[src/rtl/mem_access_ctrl_pkg.sv]
// Shared widths, funct3 codes, FSM states and the request-error rule for mem_access_ctrl.
// Optional feature macro: LSU_MISALIGN_TRAP_EN (defined: misaligned accesses trap; undefined: they are aligned down).
`ifndef ADDR_LEN
`define ADDR_LEN 32
`endif
`ifndef DATA_LEN
`define DATA_LEN 32
`endif
`define LSU_REQ_ERR(we, f3, lo) (mem_access_ctrl_pkg::req_err((we), (f3), (lo)))

package mem_access_ctrl_pkg;

  localparam logic [2:0] F3_B  = 3'b000;
  localparam logic [2:0] F3_H  = 3'b001;
  localparam logic [2:0] F3_W  = 3'b010;
  localparam logic [2:0] F3_BU = 3'b100;
  localparam logic [2:0] F3_HU = 3'b101;

  typedef enum logic [1:0] {
    ST_IDLE      = 2'd0,
    ST_LOAD_WAIT = 2'd1,
    ST_RMW_WAIT  = 2'd2,
    ST_WRITE     = 2'd3
  } state_t;

  function automatic logic f3_illegal(input logic we, input logic [2:0] f3);
    return (f3 == 3'b011) || (f3 == 3'b110) || (f3 == 3'b111) || (we && f3[2]);
  endfunction

  // sz is funct3[1:0]: 00 byte, 01 half, 10 word
  function automatic logic misaligned(input logic [1:0] sz, input logic [1:0] lo);
    case (sz)
      2'b01:   return lo[0];
      2'b10:   return |lo;
      default: return 1'b0;
    endcase
  endfunction

  function automatic logic req_err(input logic we, input logic [2:0] f3, input logic [1:0] lo);
`ifdef LSU_MISALIGN_TRAP_EN
    return f3_illegal(we, f3) || misaligned(f3[1:0], lo);
`else
    return f3_illegal(we, f3) || (misaligned(f3[1:0], lo) && 1'b0);
`endif
  endfunction

  // Natural alignment of the byte lane; only matters when misalignment does not trap.
  function automatic logic [1:0] align_lo(input logic [1:0] sz, input logic [1:0] lo);
    case (sz)
      2'b01:   return {lo[1], 1'b0};
      2'b10:   return 2'b00;
      default: return lo;
    endcase
  endfunction

endpackage

[src/rtl/mem_access_ctrl_if.sv]
// Pipeline-side request/response bundle of mem_access_ctrl.
interface mem_access_ctrl_if #(
  parameter int ADDR_W = 32,
  parameter int DATA_W = 32
);
  logic              req_valid_i;
  logic              req_ready_o;
  logic              req_we_i;
  logic [2:0]        req_funct3_i;
  logic [ADDR_W-1:0] req_addr_i;
  logic [DATA_W-1:0] req_wdata_i;
  logic              resp_valid_o;
  logic [DATA_W-1:0] resp_rdata_o;
  logic              resp_err_o;

  modport master (
    output req_valid_i, req_we_i, req_funct3_i, req_addr_i, req_wdata_i,
    input  req_ready_o, resp_valid_o, resp_rdata_o, resp_err_o
  );

  modport slave (
    input  req_valid_i, req_we_i, req_funct3_i, req_addr_i, req_wdata_i,
    output req_ready_o, resp_valid_o, resp_rdata_o, resp_err_o
  );
endinterface

[src/rtl/mem_access_ctrl_lane_align.sv]
// mem_lane_align: combinational lane extract/extend for loads and lane merge for SB/SH.
module mem_lane_align
  import mem_access_ctrl_pkg::*;
#(
  parameter int DATA_W = 32
) (
  input  logic [2:0]        i_funct3,
  input  logic [1:0]        i_lane,
  input  logic [DATA_W-1:0] i_word,
  input  logic [DATA_W-1:0] i_sdata,
  output logic [DATA_W-1:0] o_ldata,
  output logic [DATA_W-1:0] o_merged
);

  logic [7:0]  w_byte;
  logic [15:0] w_half;

  always_comb begin
    w_byte = i_word[{i_lane, 3'b000} +: 8];
    w_half = i_word[{i_lane[1], 4'b0000} +: 16];

    case (i_funct3)
      F3_B:    o_ldata = {{(DATA_W-8){w_byte[7]}}, w_byte};
      F3_BU:   o_ldata = {{(DATA_W-8){1'b0}}, w_byte};
      F3_H:    o_ldata = {{(DATA_W-16){w_half[15]}}, w_half};
      F3_HU:   o_ldata = {{(DATA_W-16){1'b0}}, w_half};
      default: o_ldata = i_word;
    endcase

    o_merged = i_word;
    case (i_funct3[1:0])
      2'b00:   o_merged[{i_lane, 3'b000} +: 8]      = i_sdata[7:0];
      2'b01:   o_merged[{i_lane[1], 4'b0000} +: 16] = i_sdata[15:0];
      default: o_merged = i_sdata;
    endcase
  end

endmodule

[src/rtl/mem_access_ctrl.sv]
// Load/store control ahead of visit_memory: word alignment, SB/SH read-modify-write, load extension.
// Optional feature macro: LSU_MISALIGN_TRAP_EN (see package).
module mem_access_ctrl
  import mem_access_ctrl_pkg::*;
#(
  parameter int ADDR_W = `ADDR_LEN,
  parameter int DATA_W = `DATA_LEN
) (
  input  logic              clk,
  input  logic              rst,
  mem_access_ctrl_if.slave  bus,
  output logic              mem_wen_o,
  output logic [ADDR_W-1:0] mem_waddr_o,
  output logic [DATA_W-1:0] mem_wdata_o,
  output logic [ADDR_W-1:0] mem_raddr_o,
  input  logic [DATA_W-1:0] mem_rdata_i
);

  state_t            r_state;
  logic              r_ready;
  logic              r_resp_valid;
  logic              r_resp_err;
  logic [DATA_W-1:0] r_resp_rdata;
  logic              r_wen;
  logic [ADDR_W-1:0] r_waddr;
  logic [DATA_W-1:0] r_wdata;

  logic [2:0]        r_f3;
  logic [ADDR_W-1:0] r_addr;
  logic [1:0]        r_lane;
  logic [DATA_W-1:0] r_sdata;

  logic              w_accept;
  logic              w_err;
  logic [ADDR_W-1:0] w_req_word;
  logic [DATA_W-1:0] w_ldata;
  logic [DATA_W-1:0] w_merged;

  assign w_accept   = bus.req_valid_i & r_ready;
  assign w_err      = `LSU_REQ_ERR(bus.req_we_i, bus.req_funct3_i, bus.req_addr_i[1:0]);
  assign w_req_word = {bus.req_addr_i[ADDR_W-1:2], 2'b00};

  // Read address is live from the request in IDLE so the word arrives during the wait state.
  assign mem_raddr_o = (r_state == ST_IDLE) ? w_req_word : r_addr;

  assign bus.req_ready_o  = r_ready;
  assign bus.resp_valid_o = r_resp_valid;
  assign bus.resp_err_o   = r_resp_err;
  assign bus.resp_rdata_o = r_resp_rdata;
  assign mem_wen_o        = r_wen;
  assign mem_waddr_o      = r_waddr;
  assign mem_wdata_o      = r_wdata;

  mem_lane_align #(.DATA_W(DATA_W)) u_lane (
    .i_funct3 (r_f3),
    .i_lane   (r_lane),
    .i_word   (mem_rdata_i),
    .i_sdata  (r_sdata),
    .o_ldata  (w_ldata),
    .o_merged (w_merged)
  );

  always_ff @(posedge clk) begin
    if (w_accept) begin
      r_f3    <= bus.req_funct3_i;
      r_addr  <= w_req_word;
      r_lane  <= align_lo(bus.req_funct3_i[1:0], bus.req_addr_i[1:0]);
      r_sdata <= bus.req_wdata_i;
    end
  end

  always_ff @(posedge clk or posedge rst) begin
    if (rst) begin
      r_state      <= ST_IDLE;
      r_ready      <= 1'b1;
      r_resp_valid <= 1'b0;
      r_resp_err   <= 1'b0;
      r_resp_rdata <= '0;
      r_wen        <= 1'b0;
      r_waddr      <= '0;
      r_wdata      <= '0;
    end else begin
      r_resp_valid <= 1'b0;
      r_resp_err   <= 1'b0;
      case (r_state)
        ST_IDLE: begin
          if (w_accept) begin
            if (w_err) begin
              r_resp_valid <= 1'b1;
              r_resp_err   <= 1'b1;
              r_resp_rdata <= '0;
            end else if (!bus.req_we_i) begin
              r_state <= ST_LOAD_WAIT;
              r_ready <= 1'b0;
            end else if (bus.req_funct3_i[1:0] == 2'b10) begin
              r_state <= ST_WRITE;
              r_ready <= 1'b0;
              r_wen   <= 1'b1;
              r_waddr <= w_req_word;
              r_wdata <= bus.req_wdata_i;
            end else begin
              r_state <= ST_RMW_WAIT;
              r_ready <= 1'b0;
            end
          end
        end
        ST_LOAD_WAIT: begin
          r_resp_valid <= 1'b1;
          r_resp_rdata <= w_ldata;
          r_state      <= ST_IDLE;
          r_ready      <= 1'b1;
        end
        ST_RMW_WAIT: begin
          r_wen   <= 1'b1;
          r_waddr <= r_addr;
          r_wdata <= w_merged;
          r_state <= ST_WRITE;
        end
        ST_WRITE: begin
          r_wen        <= 1'b0;
          r_resp_valid <= 1'b1;
          r_resp_rdata <= '0;
          r_state      <= ST_IDLE;
          r_ready      <= 1'b1;
        end
        default: begin
          r_state <= ST_IDLE;
          r_ready <= 1'b1;
        end
      endcase
    end
  end

endmodule

[src/flat_wrapper.sv]
// flat-port wrapper written by rule: the top's interface ports become plain ports
module mem_access_ctrl_flat import mem_access_ctrl_pkg::*;
#(
  parameter int ADDR_W = `ADDR_LEN,
  parameter int DATA_W = `DATA_LEN
)
  (clk, rst, mem_wen_o, mem_waddr_o, mem_wdata_o, mem_raddr_o, mem_rdata_i, bus_req_valid_i, bus_req_we_i, bus_req_funct3_i, bus_req_addr_i, bus_req_wdata_i, bus_req_ready_o, bus_resp_valid_o, bus_resp_rdata_o, bus_resp_err_o);
  mem_access_ctrl_if #(.ADDR_W(ADDR_W), .DATA_W(DATA_W)) bus_i ();
  input  logic clk;
  input  logic rst;
  output logic mem_wen_o;
  output logic [ADDR_W-1:0] mem_waddr_o;
  output logic [DATA_W-1:0] mem_wdata_o;
  output logic [ADDR_W-1:0] mem_raddr_o;
  input  logic [DATA_W-1:0] mem_rdata_i;
  input wire logic [$bits(bus_i.req_valid_i)-1:0] bus_req_valid_i;
  input wire logic [$bits(bus_i.req_we_i)-1:0] bus_req_we_i;
  input wire logic [$bits(bus_i.req_funct3_i)-1:0] bus_req_funct3_i;
  input wire logic [$bits(bus_i.req_addr_i)-1:0] bus_req_addr_i;
  input wire logic [$bits(bus_i.req_wdata_i)-1:0] bus_req_wdata_i;
  output wire logic [$bits(bus_i.req_ready_o)-1:0] bus_req_ready_o;
  output wire logic [$bits(bus_i.resp_valid_o)-1:0] bus_resp_valid_o;
  output wire logic [$bits(bus_i.resp_rdata_o)-1:0] bus_resp_rdata_o;
  output wire logic [$bits(bus_i.resp_err_o)-1:0] bus_resp_err_o;
  assign bus_i.req_valid_i = bus_req_valid_i;
  assign bus_i.req_we_i = bus_req_we_i;
  assign bus_i.req_funct3_i = bus_req_funct3_i;
  assign bus_i.req_addr_i = bus_req_addr_i;
  assign bus_i.req_wdata_i = bus_req_wdata_i;
  assign bus_req_ready_o = bus_i.req_ready_o;
  assign bus_resp_valid_o = bus_i.resp_valid_o;
  assign bus_resp_rdata_o = bus_i.resp_rdata_o;
  assign bus_resp_err_o = bus_i.resp_err_o;
  mem_access_ctrl #(.ADDR_W(ADDR_W), .DATA_W(DATA_W)) u_core (.clk(clk), .rst(rst), .bus(bus_i), .mem_wen_o(mem_wen_o), .mem_waddr_o(mem_waddr_o), .mem_wdata_o(mem_wdata_o), .mem_raddr_o(mem_raddr_o), .mem_rdata_i(mem_rdata_i));
endmodule
[config.mk]
export PLATFORM = sky130hd
export DESIGN_NAME = mem_access_ctrl_flat
export DESIGN_NICKNAME = d
export VERILOG_FILES = /design/src/rtl/mem_access_ctrl_pkg.sv /design/src/rtl/mem_access_ctrl_if.sv /design/src/rtl/mem_access_ctrl_lane_align.sv /design/src/rtl/mem_access_ctrl.sv /design/src/flat_wrapper.sv
export SDC_FILE = /design/constraint.sdc
export NUM_CORES = 1
export LEC_CHECK = 0
export ABC_CLOCK_PERIOD_IN_PS = 3700
export CAP_MARGIN = 5
export CORE_MARGIN = 2
export CORE_UTILIZATION = 48
export DETAILED_ROUTE_END_ITERATION = 8
export HOLD_SLACK_MARGIN = 0.12
export PLACE_DENSITY = 0.86
export SETUP_SLACK_MARGIN = 0.2
export SLEW_MARGIN = 10
export SYNTH_ARGS = -nofsm -noshare
export SYNTH_HDL_FRONTEND = slang
export SYNTH_SLANG_ARGS = --single-unit
[constraint.sdc]
create_clock -name clk -period 3.7 [get_ports clk]
set_input_delay 0.37 -clock clk [delete_from_list [all_inputs] [get_ports clk]]
set_output_delay 0.37 -clock clk [all_outputs]
set_load 0.01 [all_outputs]
==> reports/metrics.yaml <==
layout:
  multi_input_area_um2: 3260
  layoutNonFillerInstCount: 1133
  drive_above_1_share_pct: 11.2
  final_common_cell: "clkdlybuf4s50_1"
  seqCellArea_um2: 4520
  nNetsFinal: 1011
  area_delta_synth_final_pct: 37.5
  final_cell_mix: "230 x clkdlybuf4s50_1, 99 x dfrtp_1, 92 x nand2_1, 67 x edfxtp_1, 45 x nor2_1"
  fillers: 1240
  num_antenna_cells: 0
sta:
  setup_viol: 0
  skew_ns: 0.00938
  period_minus_slack_ns: 2.93
  worst_pin_slew_ns: 1.02
  period_share_pct: 79.2
  fmax_mhz: 341
  timing.setup.tns_ns: 0
  slew_headroom_pct: 32.0
  drv_slew: 0
  rsz0062_at_grt: "false"
  hold_viol_final: 0
detailed_routing:
  ant_nets: 0
  highest_layer: "met5"
  wl_met3_um: 2280
  drt_iter0_drc: 577
  viasPerCell: 5.87
  wl_met1_um: 9290
  wirelength_um: 23100
  wl_met2_um: 10800
  vias: 6656
  firstDrtPassIters: 6
  wire_per_inst_um: 20.4
  drc: 0
floorplan:
  start_util_pct: 48.9
  fp.dieArea_um2: 17800
  fp.coreArea_um2: 16500
  ios: 235
  dieWidth_um: 134
  die_y_um: 134
  num_rows: 47
grt:
  grt_first_pass_wirelength_um: 35800
  antenna_found_initial: 1
  grt_pass1_vias: 6459
  grt_overflow: 0
  grt_usage_pct: 25.9
  grt_max_degree: 60
synthesis:
  synthTopCellsByArea: "dfrtp_1 31%, edfxtp_1 25%, mux2_2 5.3%"
  synth_top_cell_area_share_pct: 30.8
  ys_seq_elements: 167
  yosysUniqueCellTypes: 56
  seq_area_frac_synth_pct: 56.1
  netlist_area_um2: 8050
  ys_warn_count: 0
  synthCells: 693
  synth_edf_count: 67
  yosys.area.top_type: "dfrtp_1"
  async_flop_share_pct: 59.9
  avgSynthCellArea_um2: 11.6
  ys.flop_type: "dfrtp_1"
pwr:
  power.density_nw_per_um2: 358
  power.total_mw: 3.96
  swShare_pct: 22.6
  p_clk_share_pct: 43.1
  p_switching_mw: 0.895
  p_int_mw: 3.07
  comb_power_share_pct: 7.9
  p_leak_nw: 4.52
  peakVddDrop_uv: 289
  pwr-share-seq_pct: 49.0
clock_network:
  clk_pin_slew_ns: 0.06
  tritoncts: "yes"
  ctsResizeCount: 0
  cts-buffers-inserted: 17
  cts_hold_buf: 0
  clk_path_buf_depth: 2
  clock_latency_ns: 0.42
  clock_tree.root_cell: "clkbuf_16"
  clock-sinks: 167
  cts_max_level: 4
  cts_setup_buffers: 0
worst_setup_path:
  crit_required_ns: 3.33
  r2r_slack_ns: 0.96
  arrival_ns: 2.56
  worst-setup-path-type: "register to primary output"
  crit_path_end_kind: "primary output"
  worst-path-max-fanout: 30
  start_kind: "register"
placement:
  portBuffers: 230
  dp.cells: 1101
  gp_congestion: 0.934
  dp_hpwl_um: 16900
min_path:
  hp-class: "input port to asynchronous set/reset pin"
run:
  maxCapViolations: 0
status:
  outcome: "complete, no violations"
-- cell type report --
cell class | count | area share [%]
sequential | 167 | 40.8
clock buffer | 21 | 4.36
inverter | 12 | 0.429
tap | 220 | 2.49
timing repair buffer | 243 | 21.8
clock inverter | 11 | 0.757
multi-input combinational | 459 | 29.4
-- kinds of logic after synthesis --
family | count (synthesis) | share of synthesized area, %
adder cells (fa/ha/maj) | 8 | 1.24
buffers and inverters | 70 | 3.85
multiplexers | 79 | 10.8
other | 1 | 0.0466
flip-flops | 167 | 56.1
AO/OA/AOI/OAI | 180 | 17.2
AND/OR/NAND/NOR | 188 | 10.8
-- critical path, cell delays in order (launching register included) --
cell	delay [ns]
dfrtp_1	0.65
nor2_2	0.18
buf_4	0.39
mux2_2	0.40
clkdlybuf4s50_1	0.50
-- layer usage --
layer | GRT usage (%) | vias up
met5 | 0 | -
met2 | 40.1 | 431
met3 | 7.95 | 57
met4 | 10.7 | 2
met1 | 34.2 | 3153
li1 | - | 3013
-- sequential cells by signal, indices dropped and copies added, names as in the netlist --
name and flops:
u_core.bus.req_ready_o 1, u_core.bus.resp_err_o 1, u_core.bus.resp_rdata_o 32, u_core.bus.resp_valid_o 1, u_core.mem_waddr_o 30, u_core.mem_wdata_o 32, u_core.mem_wen_o 1, u_core.r_addr 30
u_core.r_f3 3, u_core.r_lane 2, u_core.r_sdata 32, u_core.r_state 2
-- synthesized netlist by cell type (all sizes together), types with 2 or more instances --
library cell and n:
dfrtp 99, nand2 92, edfxtp 67, o21ai 52, nor2 46, mux2i 39
mux2 38, clkbuf 31, buf 27, a221o 23, a221oi 23, o31ai 23
nand2b 12, a211oi 11, inv 11, nand3 9, o41ai 9, a32o 8
ha 8, nor4b 8, o211ai 7, a21oi 6, o2bb2ai 6, nor2b 5
nor3 5, nor3b 3, a21o 2, a22o 2, and2 2, mux4 2
nor4bb 2, o21a 2
-- worst paths after layout --
| kind | startpoint | endpoint | cells after the start |
|---|---|---|---|
| max in group asynchronous | rst | u_core.bus.req_ready_o$_DFFE_PP1P_ | 3 |
| max reg2reg | u_core.r_lane[1]$_DFFE_PP_ | u_core.mem_wdata_o[21]$_DFFE_PP0P_ | 7 |
| max | u_core.r_state[1]$_DFFE_PP0P_ | mem_raddr_o[14] | 4 |
| min | rst | u_core.mem_waddr_o[24]$_DFFE_PP0P_ | 2 |
| min in group clk | u_core.mem_waddr_o[23]$_DFFE_PP0P_ | u_core.mem_waddr_o[23]$_DFFE_PP0P_ | 2 |
| min reg2reg | u_core.mem_waddr_o[23]$_DFFE_PP0P_ | u_core.mem_waddr_o[23]$_DFFE_PP0P_ | 2 |
-- through the flow --
step	setup slack (ns)	instance area [µm²]	utilization, %	hold WS, ns
floorplan	0.408	8070	-	0.469
global placement	1.14	10500	63.8	0.455
detailed placement	1.02	10500	63.8	0.468
CTS	0.760	11100	67.2	0.388
global route	0.666	11100	67.2	0.416
finish	0.770	11100	67.2	0.369
-- power groups by stage --
stage	combinational (mW)	sequential [mW]	clock, mW
CTS	0.316	1.94	1.73
floorplan	0.0940	1.98	0
global placement	0.310	1.98	0
detailed placement	0.313	1.98	0
finish	0.315	1.94	1.71
global route	0.337	1.94	1.80
No activity file was read; power rests on OpenSTA's default activity.
